[src/rtl/booth_pkg.sv]
// Shared constants and types for the radix-4 Booth partial-product accumulator.
// Holds the default multiplicand width, the row-count and product-width helpers, and the FSM states.
package booth_pkg;

    localparam int DEFAULT_WIDTH = 16;

    function automatic int num_rows(input int width);
        return width / 2;
    endfunction

    function automatic int prod_width(input int width);
        return 2 * width;
    endfunction

    function automatic int row_idx_width(input int width);
        return (width / 2 > 2) ? $clog2(width / 2) : 1;
    endfunction

    localparam int DEFAULT_NUM_ROWS   = num_rows(DEFAULT_WIDTH);
    localparam int DEFAULT_PROD_WIDTH = prod_width(DEFAULT_WIDTH);

    typedef enum logic {
        ACC = 1'b0,
        OUT = 1'b1
    } acc_state_e;

endpackage

[src/rtl/booth_pp_align.sv]
// Turns one Booth partial-product row into a product-width addend:
// sign extension from pp_e, +1 negation correction, and the 2k-bit weight shift.
module booth_pp_align
    import booth_pkg::*;
#(
    parameter  int WIDTH    = DEFAULT_WIDTH,
    localparam int NUM_ROWS = num_rows(WIDTH),
    localparam int PW       = prod_width(WIDTH),
    localparam int IDX_W    = row_idx_width(WIDTH)
) (
    input  logic [WIDTH:0]     pp_row,
    input  logic               pp_s,
    input  logic               pp_e,
    input  logic [IDX_W-1:0]   row_idx,
    output logic [PW-1:0]      addend
);

    logic [PW-1:0] row_ext;
    logic [PW-1:0] row_corr;
    logic [PW-1:0] row_shift [NUM_ROWS];

    // The head bit pp_e is the inverted sign, so extension bits are ~pp_e.
    assign row_ext  = {{(PW - WIDTH - 1){~pp_e}}, pp_row};
    assign row_corr = row_ext + {{(PW - 1){1'b0}}, pp_s};

    generate
        for (genvar gi = 0; gi < NUM_ROWS; gi++) begin : g_shift
            assign row_shift[gi] = row_corr << (2 * gi);
        end
    endgenerate

    always_comb begin
        addend = row_shift[0];
        for (int i = 1; i < NUM_ROWS; i++) begin
            if (row_idx == IDX_W'(i)) begin
                addend = row_shift[i];
            end
        end
    end

endmodule

[src/rtl/booth_pp_accumulator.sv]
// Accumulates NUM_ROWS radix-4 Booth partial-product rows into a signed 2*WIDTH-bit product.
// Define BOOTH_ACC_ERRCHK_EN to enable pp_last / head-bit protocol checking on err.
module booth_pp_accumulator
    import booth_pkg::*;
#(
    parameter  int WIDTH    = DEFAULT_WIDTH,
    localparam int NUM_ROWS = num_rows(WIDTH),
    localparam int PW       = prod_width(WIDTH),
    localparam int IDX_W    = row_idx_width(WIDTH)
) (
    input  logic            clk,
    input  logic            rst_n,
    input  logic            pp_valid,
    output logic            pp_ready,
    input  logic [WIDTH:0]  pp_row,
    input  logic            pp_s,
    input  logic            pp_e,
    input  logic            pp_last,
    output logic            prod_valid,
    input  logic            prod_ready,
    output logic [PW-1:0]   prod,
    output logic            err
);

    acc_state_e        state_reg;
    acc_state_e        state_next;
    logic [PW-1:0]     acc_reg;
    logic [PW-1:0]     acc_next;
    logic [IDX_W-1:0]  cnt_reg;
    logic [IDX_W-1:0]  cnt_next;
    logic              err_reg;
    logic              err_next;
    logic [PW-1:0]     addend;
    logic              row_fire;
    logic              prod_fire;
    logic              last_row;

    booth_pp_align #(
        .WIDTH   (WIDTH)
    ) u_align (
        .pp_row  (pp_row),
        .pp_s    (pp_s),
        .pp_e    (pp_e),
        .row_idx (cnt_reg),
        .addend  (addend)
    );

    assign row_fire  = pp_valid & pp_ready;
    assign prod_fire = prod_valid & prod_ready;
    assign last_row  = (cnt_reg == IDX_W'(NUM_ROWS - 1));

    always_ff @(posedge clk or negedge rst_n) begin
        if (!rst_n) begin
            state_reg <= ACC;
        end else begin
            state_reg <= state_next;
        end
    end

    // Only the row count ends a product; pp_last never shortcuts it.
    always_comb begin
        state_next = state_reg;
        case (state_reg)
            ACC: begin
                if (row_fire && last_row) begin
                    state_next = OUT;
                end
            end
            OUT: begin
                if (prod_ready) begin
                    state_next = ACC;
                end
            end
            default: state_next = ACC;
        endcase
    end

    always_comb begin
        pp_ready   = (state_reg == ACC);
        prod_valid = (state_reg == OUT);
    end

    always_comb begin
        acc_next = acc_reg;
        cnt_next = cnt_reg;
        if (prod_fire) begin
            acc_next = '0;
            cnt_next = '0;
        end else if (row_fire) begin
            acc_next = acc_reg + addend;
            if (!last_row) begin
                cnt_next = cnt_reg + IDX_W'(1);
            end
        end
    end

`ifdef BOOTH_ACC_ERRCHK_EN
    logic row_err;

    assign row_err = (pp_e == pp_row[WIDTH]) | (pp_last != last_row);

    always_comb begin
        err_next = err_reg;
        if (prod_fire) begin
            err_next = 1'b0;
        end else if (row_fire && row_err) begin
            err_next = 1'b1;
        end
    end
`else
    logic unused_pp_last;

    assign unused_pp_last = pp_last;

    always_comb begin
        err_next = 1'b0;
    end
`endif

    always_ff @(posedge clk or negedge rst_n) begin
        if (!rst_n) begin
            acc_reg <= '0;
            cnt_reg <= '0;
            err_reg <= 1'b0;
        end else begin
            acc_reg <= acc_next;
            cnt_reg <= cnt_next;
            err_reg <= err_next;
        end
    end

    assign prod = acc_reg;
    assign err  = err_reg;

endmodule

[config.mk]
export PLATFORM = sky130hd
export DESIGN_NAME = booth_pp_accumulator
export DESIGN_NICKNAME = d
export VERILOG_FILES = /design/src/rtl/booth_pkg.sv /design/src/rtl/booth_pp_align.sv /design/src/rtl/booth_pp_accumulator.sv
export SDC_FILE = /design/constraint.sdc
export NUM_CORES = 1
export LEC_CHECK = 0
export CAP_MARGIN = 15
export CORE_ASPECT_RATIO = 0.75
export CORE_MARGIN = 8
export CORE_UTILIZATION = 58
export CTS_CLUSTER_SIZE = 28
export DETAILED_ROUTE_END_ITERATION = 8
export HOLD_SLACK_MARGIN = 0.1
export PLACE_DENSITY = 0.82
export SETUP_SLACK_MARGIN = 0.1
export SLEW_MARGIN = 25
export SYNTH_ARGS = -nofsm -noshare
export SYNTH_HDL_FRONTEND = slang
export SYNTH_SLANG_ARGS = --single-unit
[constraint.sdc]
create_clock -name clk -period 5.2 [get_ports clk]
set_clock_uncertainty 0.15 [all_clocks]
set_input_delay 1.56 -clock clk [delete_from_list [all_inputs] [get_ports clk]]
set_output_delay 1.56 -clock clk [all_outputs]
set_load 0.01 [all_outputs]
==> metrics.txt <==
run status=finished, violations left; failing checks=design-rule violations, negative setup slack; register area share after synthesis=0.185; RSZ-0062 raised after global routing=true; Initial Util=0.585; initial antenna violation count=1; GRT Util Overall=0.353; xor/xnor share of the synthesized area=0.0809; CTS sink cnt=36; cell depth of the worst flop-to-flop path=16; Hold Path Cell Cnt=2; Slew Limit Fails=0; clk buf depth=2; Num CTS Buffers=5; post-route ant nets=0; most common cell after layout, fill and taps aside=buf_4; Post-route DRC=1; die area=11600 um2; clock transition at the registers of the reported paths=0.08 ns; grt ovf=0; Mean Syn Cell Area=7.38 um2; clock latency on the worst-skew pair=0.33 ns; Cell Rows=29; number of vias per cell=7.29; worst path arrival time=5.99 ns; Root Driver=clkbuf_8; largest family of logic cells by synthesized area=compound AO/OA/AOI/OAI gates; Die Y=95.3 um; Routed WL=25200 um; Mapped Nets=724; Top FF cell, synth=dfrtp_1; hpwl dp=14100 um; nets=936; area grow syn2layout=57.0%; Routed WL per cell=25.8 um; post-synth design cell area=4860 um2; Worst setup EP type=register; setup TNS=-9.49 ns; routability cong.=0.969; routed vias=7138; Critical Path Fanout Max=5; Max Clk Rate=168 MHz; most frequent cells in the layout=buf_4, nand2_1, a21oi_1; share of cells above drive strength 1=0.370; Final Cycle Share=1.15; startpoint types=primary input; Synth Area in Adders=0.110; Die X=122 um; Post-synth EDFFs=0; Req. time, crit path=5.23 ns; Compound-Gate Fraction of Synth Area=0.337; PortBufs=56; fraction of synthesized area in multiplexers=0.0219; I/O pin cnt=59; number of flip-flops under the largest register name=32; CTS HTree Levels=2; Core Region=8310 um2; Antenna diodes=0; Slew HR=0.286; worst-margin pin slew=1.07 ns; first-pass GRT wire length=32700 um; Min-Delay Path Class=reg -> reg; DRT Pass-1 Iters=9; Post-synth ARST share=1.00; minimum clock period=5.97 ns; max-cap check violation count=0; Crit Path Class=in -> reg; DRT iter0 DRCs=1409; synthesized flop and latch total=36; vias in the first global route=6461; Final Hold Fails=0; Final WS setup=-0.765 ns; Netlist cell types=76; largest net degree at the start of global routing=38; CTS tree=yes; Syn. warnings=0; Post-Synth Simple-Gate Area=0.221; setup violators final=22; Mapped Cells=658
critical path: stages:
cell and delay [ns]:
buf_6 0.10, ha_4 0.15, ha_4 0.16, nand4_4 0.08, buf_6 0.14, nor4_4 0.04, buf_4 0.14, and3_4 0.18
o31a_1 0.30, a221oi_2 0.36, nor3_2 0.09, o22ai_1 0.17, mux2i_1 0.13, ha_1 0.32, buf_4 0.16, a21o_1 0.15
a21o_1 0.19, a21oi_2 0.31, o211ai_1 0.35, o41a_1 0.63, o21ai_2 0.17, o311ai_2 0.11
area by class of cell:
class,instances,area (um2)
Multi-Input combinational cell,567,4420
Timing Repair Buffer,243,2000
Sequential cell,36,901
Fill cell,338,686
Tap cell,108,135
Clock buffer,6,82.6
Inverter,17,66.3
Clock inverter,2,13.8
timing repair:
item | in CTS | in global routing
hold buffers | 0 | 0
endpoints found under the setup margin | 21 | 19
hold endpoints to repair | 0 | 0
setup buffers | 21 | 12
cloned | 0 | 0
gates resized for setup | 131 | 66
pin swaps | 68 | 45
synthesized netlist by cell type, types with 3 or more instances:
cell / number / area, um2
a2111oi_0: 3 / 26.3
a211o_1: 7 / 61.3
a211oi_1: 11 / 82.6
a21o_1: 15 / 113
a21oi_1: 62 / 310
a221oi_1: 5 / 43.8
a22o_1: 9 / 78.8
a22oi_1: 5 / 37.5
a31oi_1: 10 / 62.6
a32o_1: 4 / 40.0
and2_1: 7 / 43.8
and3_1: 5 / 31.3
buf_1: 3 / 11.3
clkbuf_1: 32 / 120
dfrtp_1: 36 / 901
ha_1: 41 / 513
inv_1: 16 / 60.1
mux2i_1: 7 / 70.1
nand2_1: 92 / 345
nand2b_1: 4 / 25.0
nand3_1: 19 / 95.1
nand3b_1: 3 / 22.5
nand4_1: 8 / 50.1
nor2_1: 50 / 188
nor2b_1: 8 / 50.1
nor3_1: 13 / 65.1
o211ai_1: 11 / 82.6
o21a_1: 4 / 30.0
o21ai_0: 56 / 280
o21ai_1: 3 / 15.0
o21bai_1: 5 / 37.5
o221ai_1: 4 / 35.0
o22ai_1: 7 / 43.8
o31ai_1: 4 / 30.0
or4_1: 3 / 22.5
xnor2_1: 24 / 210
xor2_1: 14 / 123
metal layers:
layer	up-vias	routed length, um	track usage
met2	745	10700	0.583
li1	2857	-	-
met3	270	3510	0.0645
met5	-	12	0
met4	2	2170	0.187
met1	3264	8790	0.432
metrics by stage:
stage | hold WS (ns) | utilization | cell area (um2) | std cells | setup slack, ns
2_1_floorplan | 0.361 | - | 4910 | 658 | -0.137
3_3_place_gp | 0.353 | 0.799 | 6640 | 943 | -1.03
3_5_place_dp | 0.357 | 0.799 | 6640 | 943 | -1.10
4_1_cts | 0.379 | 0.874 | 7260 | 968 | -0.151
5_1_grt | 0.411 | 0.917 | 7620 | 979 | -0.884
6_report | 0.378 | 0.917 | 7620 | 979 | -0.765
final timing paths:
path | endpoint | slack, ns | start
max | prod[29] | -0.77 | pp_row[0]
min | prod[18] | 0.38 | prod[18]
max reg2reg | prod[28] | -0.17 | cnt_reg[2]
min reg2reg | prod[18] | 0.38 | prod[18]
max in group asynchronous | prod[29] | 3.12 | rst_n
min in group asynchronous | prod[5] | 1.19 | rst_n
cell families (layout without fill, tap and decap cells):
| kind of cell | Yosys count | in the layout |
|---|---|---|
| DFF | 36 | 36 |
| AOI/OAI and AO/OA | 246 | 246 |
| xor gates and xnor gates | 41 | 41 |
| buffers and inverters | 55 | 268 |
| muxes | 10 | 10 |
| and+or+nand+nor | 227 | 227 |
| adders and majority gates | 42 | 42 |
| other | 1 | 1 |
Power is left out: the tool's default activity adds up to more than one toggle a clock period on the data nets, which glitch-free logic cannot reach.
